### src/rtl/hazard_ctrl_if.sv
// Bundle of ID-stage hazard inputs and hazard-control outputs shared between
// the decode stage (master) and hazard_ctrl (slave).
interface hazard_ctrl_if;
  logic        id_valid;
  logic [4:0]  id_rs;
  logic [4:0]  id_rt;
  logic        id_use_rs;
  logic        id_use_rt;
  logic        id_wreg;
  logic        id_m2reg;
  logic [4:0]  id_rn;
  logic [1:0]  pcsource;
  logic        stall;
  logic        flush;
  logic [1:0]  fwda;
  logic [1:0]  fwdb;
  logic [15:0] stall_cnt;

  modport master (
    output id_valid, id_rs, id_rt, id_use_rs, id_use_rt,
           id_wreg, id_m2reg, id_rn, pcsource,
    input  stall, flush, fwda, fwdb, stall_cnt
  );

  modport slave (
    input  id_valid, id_rs, id_rt, id_use_rs, id_use_rt,
           id_wreg, id_m2reg, id_rn, pcsource,
    output stall, flush, fwda, fwdb, stall_cnt
  );
endinterface

### src/rtl/hazard_ctrl.sv
// Pipeline hazard control: stall / flush / operand forwarding for a 5-stage pipe.
// Define HAZARD_CTRL_FORWARD_EN for bypassing; otherwise dependencies stall until writeback.
module hazard_ctrl (
  input  logic         clk,
  input  logic         clrn,
  hazard_ctrl_if.slave hz
);

  typedef struct packed {
    logic       valid;
    logic       wreg;
    logic       m2reg;
    logic [4:0] rn;
  } stage_t;

  stage_t      ex_q, ex_d, mem_q, mem_d, wb_q, wb_d;
  logic [15:0] stall_cnt_q, stall_cnt_d;
  logic        stall;
  logic [1:0]  fwda, fwdb;
  logic        ex_rs, mem_rs, wb_rs, ex_rt, mem_rt, wb_rt;

  // Register 0 is hardwired to zero, so a write to it never creates a dependency.
  function automatic logic hits(stage_t s, logic [4:0] r, logic use_r, logic id_v);
    return id_v & use_r & s.valid & s.wreg & (s.rn != 5'd0) & (s.rn == r);
  endfunction

  always_comb begin
    ex_rs  = hits(ex_q,  hz.id_rs, hz.id_use_rs, hz.id_valid);
    mem_rs = hits(mem_q, hz.id_rs, hz.id_use_rs, hz.id_valid);
    wb_rs  = hits(wb_q,  hz.id_rs, hz.id_use_rs, hz.id_valid);
    ex_rt  = hits(ex_q,  hz.id_rt, hz.id_use_rt, hz.id_valid);
    mem_rt = hits(mem_q, hz.id_rt, hz.id_use_rt, hz.id_valid);
    wb_rt  = hits(wb_q,  hz.id_rt, hz.id_use_rt, hz.id_valid);
  end

  // NOTE: every output of this block is given a default first so no latch is inferred.
  always_comb begin
    stall = 1'b0;
    fwda  = 2'b00;
    fwdb  = 2'b00;
`ifdef HAZARD_CTRL_FORWARD_EN
    // Only a load in EX cannot be bypassed: its data is not ready until MEM.
    stall = (ex_rs | ex_rt) & ex_q.m2reg;
    if (!stall) begin
      if (ex_rs && !ex_q.m2reg) fwda = 2'b01;
      else if (mem_rs)          fwda = 2'b10;
      else if (wb_rs)           fwda = 2'b11;
      if (ex_rt && !ex_q.m2reg) fwdb = 2'b01;
      else if (mem_rt)          fwdb = 2'b10;
      else if (wb_rt)           fwdb = 2'b11;
    end
`else
    stall = ex_rs | ex_rt | mem_rs | mem_rt | wb_rs | wb_rt;
`endif
  end

  always_comb begin
    ex_d.valid  = hz.id_valid & ~stall;
    ex_d.wreg   = hz.id_wreg;
    ex_d.m2reg  = hz.id_m2reg;
    ex_d.rn     = hz.id_rn;
    mem_d       = ex_q;
    wb_d        = mem_q;
    stall_cnt_d = stall_cnt_q;
    if (stall && (stall_cnt_q != 16'hFFFF)) stall_cnt_d = stall_cnt_q + 16'd1;
  end

  // NOTE: sequential state uses non-blocking assignments so all stages shift together.
  always_ff @(posedge clk or negedge clrn) begin
    if (!clrn) begin
      ex_q        <= '0;
      mem_q       <= '0;
      wb_q        <= '0;
      stall_cnt_q <= '0;
    end else begin
      ex_q        <= ex_d;
      mem_q       <= mem_d;
      wb_q        <= wb_d;
      stall_cnt_q <= stall_cnt_d;
    end
  end

  assign hz.stall     = stall;
  assign hz.flush     = hz.id_valid & (hz.pcsource != 2'b00) & ~stall;
  assign hz.fwda      = fwda;
  assign hz.fwdb      = fwdb;
  assign hz.stall_cnt = stall_cnt_q;

endmodule

### src/flat_wrapper.sv
// flat-port wrapper written by rule: the top's interface ports become plain ports
module hazard_ctrl_flat 
  (clk, clrn, hz_id_valid, hz_id_rs, hz_id_rt, hz_id_use_rs, hz_id_use_rt, hz_id_wreg, hz_id_m2reg, hz_id_rn, hz_pcsource, hz_stall, hz_flush, hz_fwda, hz_fwdb, hz_stall_cnt);
  hazard_ctrl_if hz_i ();
  input  logic clk;
  input  logic clrn;
  input wire logic [$bits(hz_i.id_valid)-1:0] hz_id_valid;
  input wire logic [$bits(hz_i.id_rs)-1:0] hz_id_rs;
  input wire logic [$bits(hz_i.id_rt)-1:0] hz_id_rt;
  input wire logic [$bits(hz_i.id_use_rs)-1:0] hz_id_use_rs;
  input wire logic [$bits(hz_i.id_use_rt)-1:0] hz_id_use_rt;
  input wire logic [$bits(hz_i.id_wreg)-1:0] hz_id_wreg;
  input wire logic [$bits(hz_i.id_m2reg)-1:0] hz_id_m2reg;
  input wire logic [$bits(hz_i.id_rn)-1:0] hz_id_rn;
  input wire logic [$bits(hz_i.pcsource)-1:0] hz_pcsource;
  output wire logic [$bits(hz_i.stall)-1:0] hz_stall;
  output wire logic [$bits(hz_i.flush)-1:0] hz_flush;
  output wire logic [$bits(hz_i.fwda)-1:0] hz_fwda;
  output wire logic [$bits(hz_i.fwdb)-1:0] hz_fwdb;
  output wire logic [$bits(hz_i.stall_cnt)-1:0] hz_stall_cnt;
  assign hz_i.id_valid = hz_id_valid;
  assign hz_i.id_rs = hz_id_rs;
  assign hz_i.id_rt = hz_id_rt;
  assign hz_i.id_use_rs = hz_id_use_rs;
  assign hz_i.id_use_rt = hz_id_use_rt;
  assign hz_i.id_wreg = hz_id_wreg;
  assign hz_i.id_m2reg = hz_id_m2reg;
  assign hz_i.id_rn = hz_id_rn;
  assign hz_i.pcsource = hz_pcsource;
  assign hz_stall = hz_i.stall;
  assign hz_flush = hz_i.flush;
  assign hz_fwda = hz_i.fwda;
  assign hz_fwdb = hz_i.fwdb;
  assign hz_stall_cnt = hz_i.stall_cnt;
  hazard_ctrl u_core (.clk(clk), .clrn(clrn), .hz(hz_i));
endmodule
### config.mk
export PLATFORM = sky130hd
export DESIGN_NAME = hazard_ctrl_flat
export DESIGN_NICKNAME = d
export VERILOG_FILES = /design/src/rtl/hazard_ctrl_if.sv /design/src/rtl/hazard_ctrl.sv /design/src/flat_wrapper.sv
export SDC_FILE = /design/constraint.sdc
export NUM_CORES = 1
export LEC_CHECK = 0
export CAP_MARGIN = 20
export CORE_ASPECT_RATIO = 0.6
export CORE_MARGIN = 4
export CORE_UTILIZATION = 39
export DETAILED_ROUTE_END_ITERATION = 10
export GPL_TIMING_DRIVEN = 0
export MAX_ROUTING_LAYER = met4
export PLACE_DENSITY = 0.66
export SETUP_SLACK_MARGIN = 0.2
export SLEW_MARGIN = 10
export SYNTH_ARGS = -nofsm -noshare
export SYNTH_HDL_FRONTEND = slang
export SYNTH_SLANG_ARGS = --single-unit
### constraint.sdc
create_clock -name clk -period 3.7 [get_ports clk]
set_input_delay 0.74 -clock clk [delete_from_list [all_inputs] [get_ports clk]]
set_output_delay 0.74 -clock clk [all_outputs]
set_load 0.05 [all_outputs]
==> impl_metrics.py <==
metrics = {
    "global_routing": {
        "grt_max_degree": 38,
        "grt_pass1_vias": 1330,
        "overflow": 0,
        "grt_antenna_before_repair": 0,
        "grt_pass1_wl_um": 6750,
        "grt_usage": 0.165,
    },
    "worst_setup_path": {
        "rr_worst_depth": 7,
        "reg2reg_to": "u_core.hz.stall_cnt[1]",
        "regToRegStartpoint": "u_core.hz.stall_cnt[2]",
        "critPathRequiredTime_ns": 2.96,
        "rrSetupSlack_ns": 1.46,
        "worst_ep_arrival_time_ns": 2.68,
        "end_kind": "output port",
        "critical_path_class": "input port to output port",
        "critPathLaunchType": "input port",
        "critPathMaxFanout": 5,
    },
    "routing": {
        "wl_met3_um": 273,
        "met2_length_um": 1660,
        "met1_length_um": 2100,
        "top_layer": "met4",
        "vias_per_cell": 5.02,
        "first_pass_iters": 5,
        "drc_errors": 0,
        "vias": 1331,
        "drtIter0Drc": 75,
        "wire_per_inst_um": 15.6,
        "totalWireLength_um": 4130,
        "ant_nets": 0,
    },
    "clocking": {
        "cts_buffer_depth": 2,
        "cts_buffers": 5,
        "cts_tree": "built",
        "cts_htree_levels": 2,
        "clk_latency_ns": 0.29,
        "cts-root-buf": "clkbuf_8",
        "hold_buffers": 0,
        "clk_pin_slew_ns": 0.07,
        "cts.sinks": 37,
        "post_cts.repair.setup_buffers": 0,
    },
    "power_and_ir_drop": {
        "p_per_area_nw_per_um2": 407,
        "power.internal_mw": 0.716,
        "worst_ir_drop_vdd_v": 0.000163,
        "power.share.clock": 0.369,
        "swShare": 0.268,
        "p_leak_nw": 1.03,
        "power_mw": 0.977,
        "comb_power_share": 0.169,
        "seqPwrFrac": 0.463,
        "switchingPower_mw": 0.262,
    },
    "sta": {
        "hold_viol_final": 0,
        "setup_viol": 0,
        "slew_headroom": 0.466,
        "hold_ws_ns": 0.378,
        "finalCriticalPeriod_ns": 3.42,
        "worst_pin_slew_ns": 0.800,
        "fmax_ghz": 0.292,
        "rsz0062_at_grt": "no",
        "timing.final.crit_share": 0.925,
        "drv_slew": 0,
        "clock-skew-final_ns": 0.00794,
    },
    "logic_synthesis": {
        "synth_area_leader_cell": "dfrtp_1",
        "netlist_area_um2": 1790,
        "yosys.cell_types.count": 32,
        "ys_seq_elements": 37,
        "yosysSeqAreaShare": 0.519,
        "syn_avg_cell_area_um2": 11.6,
        "ys_top_cells_by_area": "dfrtp_1 52%, xnor2_1 14%, xor2_1 6.4%",
        "syn_inst": 154,
        "dominantRegCellSynth": "dfrtp_1",
        "async_flop_share": 1.00,
        "synth_common_cells": "37 x dfrtp_1, 29 x xnor2_1, 13 x xor2_1, 10 x nand3_1, 8 x nand2_1",
        "ys.warnings.count": 0,
        "yosysTopAreaCellShare": 0.519,
        "synth.most_common_cell": "dfrtp_1",
        "synth_edf_count": 0,
    },
    "worst_hold_path": {
        "min-delay-start": "u_core.mem_q[7]",
        "min_delay_path_depth": 0,
        "hold_end": "u_core.wb_q[7]",
        "hold_path_class": "flip-flop to flip-flop",
    },
    "placement": {
        "dp_hpwl_um": 3180,
        "dp.cells": 257,
        "portBuffers": 40,
        "gp_congestion": 0.855,
        "dpl_cell_area_um2": 2270,
    },
    "die": {
        "die_w_um": 95.4,
        "core.rowCount": 18,
        "dieArea_um2": 5760,
        "start_util": 0.419,
        "die_y_um": 60.4,
        "io_pins": 46,
        "coreArea_um2": 4260,
    },
    "layout": {
        "layout-drive-gt1-share": 0.122,
        "nets": 229,
        "utilization": 0.564,
        "area_delta_synth_final_pct": 34.5,
        "insertedDiodeCount": 0,
        "instances_no_fill": 265,
        "final_area_um2": 2400,
    },
    "status": {
        "status": "completed",
    },
    "flow_run": {
        "cap_violations": 0,
    },
}
==> metrics by stage <==
step,setup TNS (ns),setup slack [ns]
after CTS,0,0.224
after global placement,-0.649,-0.386
after floorplan,0,0.917
after global routing,0,0.195
final,0,0.276
after detailed placement,-0.679,-0.403
==> layout make-up <==
cell class              count  area, um2
clock buffers               7       86.3
multi-input cells         110        832
flip-flops and latches     37        926
repair buffers             40        392
fillers                   357       1860
plain buffers               6       45.0
inverters                   4       15.0
clock inverters             1       30.0
well taps                  60       75.1
==> placed cells by master, fill, tap and decap left out, types with 2 or more instances in the layout <==
cell / synthesis / routed
dfrtp_1: 37 / 37
clkdlybuf4s50_1: 0 / 31
xnor2_1: 29 / 29
xor2_1: 13 / 13
nand3_1: 10 / 10
nand2_1: 8 / 8
nand4_1: 6 / 6
clkbuf_8: 0 / 6
nor3_1: 5 / 5
inv_1: 4 / 4
nor2_1: 5 / 4
buf_4: 4 / 4
conb_1: 1 / 4
dlygate4sd2_1: 0 / 4
or4_1: 3 / 3
and3_1: 3 / 3
nor4_1: 3 / 3
mux2_2: 3 / 3
o32a_1: 2 / 2
o211ai_1: 2 / 2
clkbuf_1: 1 / 2
nor4_2: 2 / 2
dlymetal6s2s_1: 0 / 2
buf_2: 0 / 2
==> worst max-delay path, stage by stage <==
cell and delay (ns):
clkdlybuf4s50_1 0.61, xnor2_1 0.17, nand4_1 0.12, o32a_1 0.20
o22ai_2 0.27, nor2_4 0.08, and2_1 0.19, o21a_1 0.10
buf_2 0.20
==> timing repair <==
item / CTS / global route
pin swaps: 0 / 2
endpoints found under the hold margin: 0 / 0
resized for setup: 15 / 3
endpoints found under the setup margin: 2 / 2
==> routing by layer <==
metal,global-route usage,vias up
li1,-,631
met5,-,-
met3,0.0372,12
met4,0.0698,0
met1,0.244,639
met2,0.213,49
==> how the worst max path moves through the flow <==
stage | start | end | slack [ns] | cells after the start
after floorplan | hz_id_rs[1] | hz_flush | 0.92 | 7
after CTS | hz_id_rs[1] | hz_flush | 0.22 | 9
after detailed placement | hz_id_rs[4] | hz_flush | -0.40 | 9
final | hz_id_rt[2] | hz_flush | 0.28 | 9
after global routing | hz_id_rt[4] | hz_flush | 0.19 | 9
after global placement | hz_id_rs[1] | hz_flush | -0.39 | 9
==> kinds of logic (layout without fill, tap and decap cells) <==
group                      after synthesis  in the layout  synth area share
AOI/OAI and AO/OA                        9              9            0.0435
xor gates and xnor gates                42             42             0.206
adders and majority gates                1              1           0.00701
buffers and inverters                   10             58            0.0336
DFF                                     37             37             0.519
muxes                                    4              4            0.0252
other                                    1              4           0.00210
and+or+nand+nor                         50             50             0.164
==> flip-flops by register name (all words and copies together) (netlist names) <==
register,count
u_core.hz.stall_cnt,16
u_core.wb_q,7
u_core.mem_q,7
u_core.ex_q,7
==> power groups by stage <==
stage	clock [mW]	sequential [mW]	combinational (mW)
2_1_floorplan	0	0.487	0.0652
3_3_place_gp	0	0.458	0.165
3_5_place_dp	0	0.460	0.167
4_1_cts	0.372	0.452	0.166
5_1_grt	0.391	0.456	0.178
6_report	0.360	0.452	0.165
No activity file was read; power rests on OpenSTA's default activity.
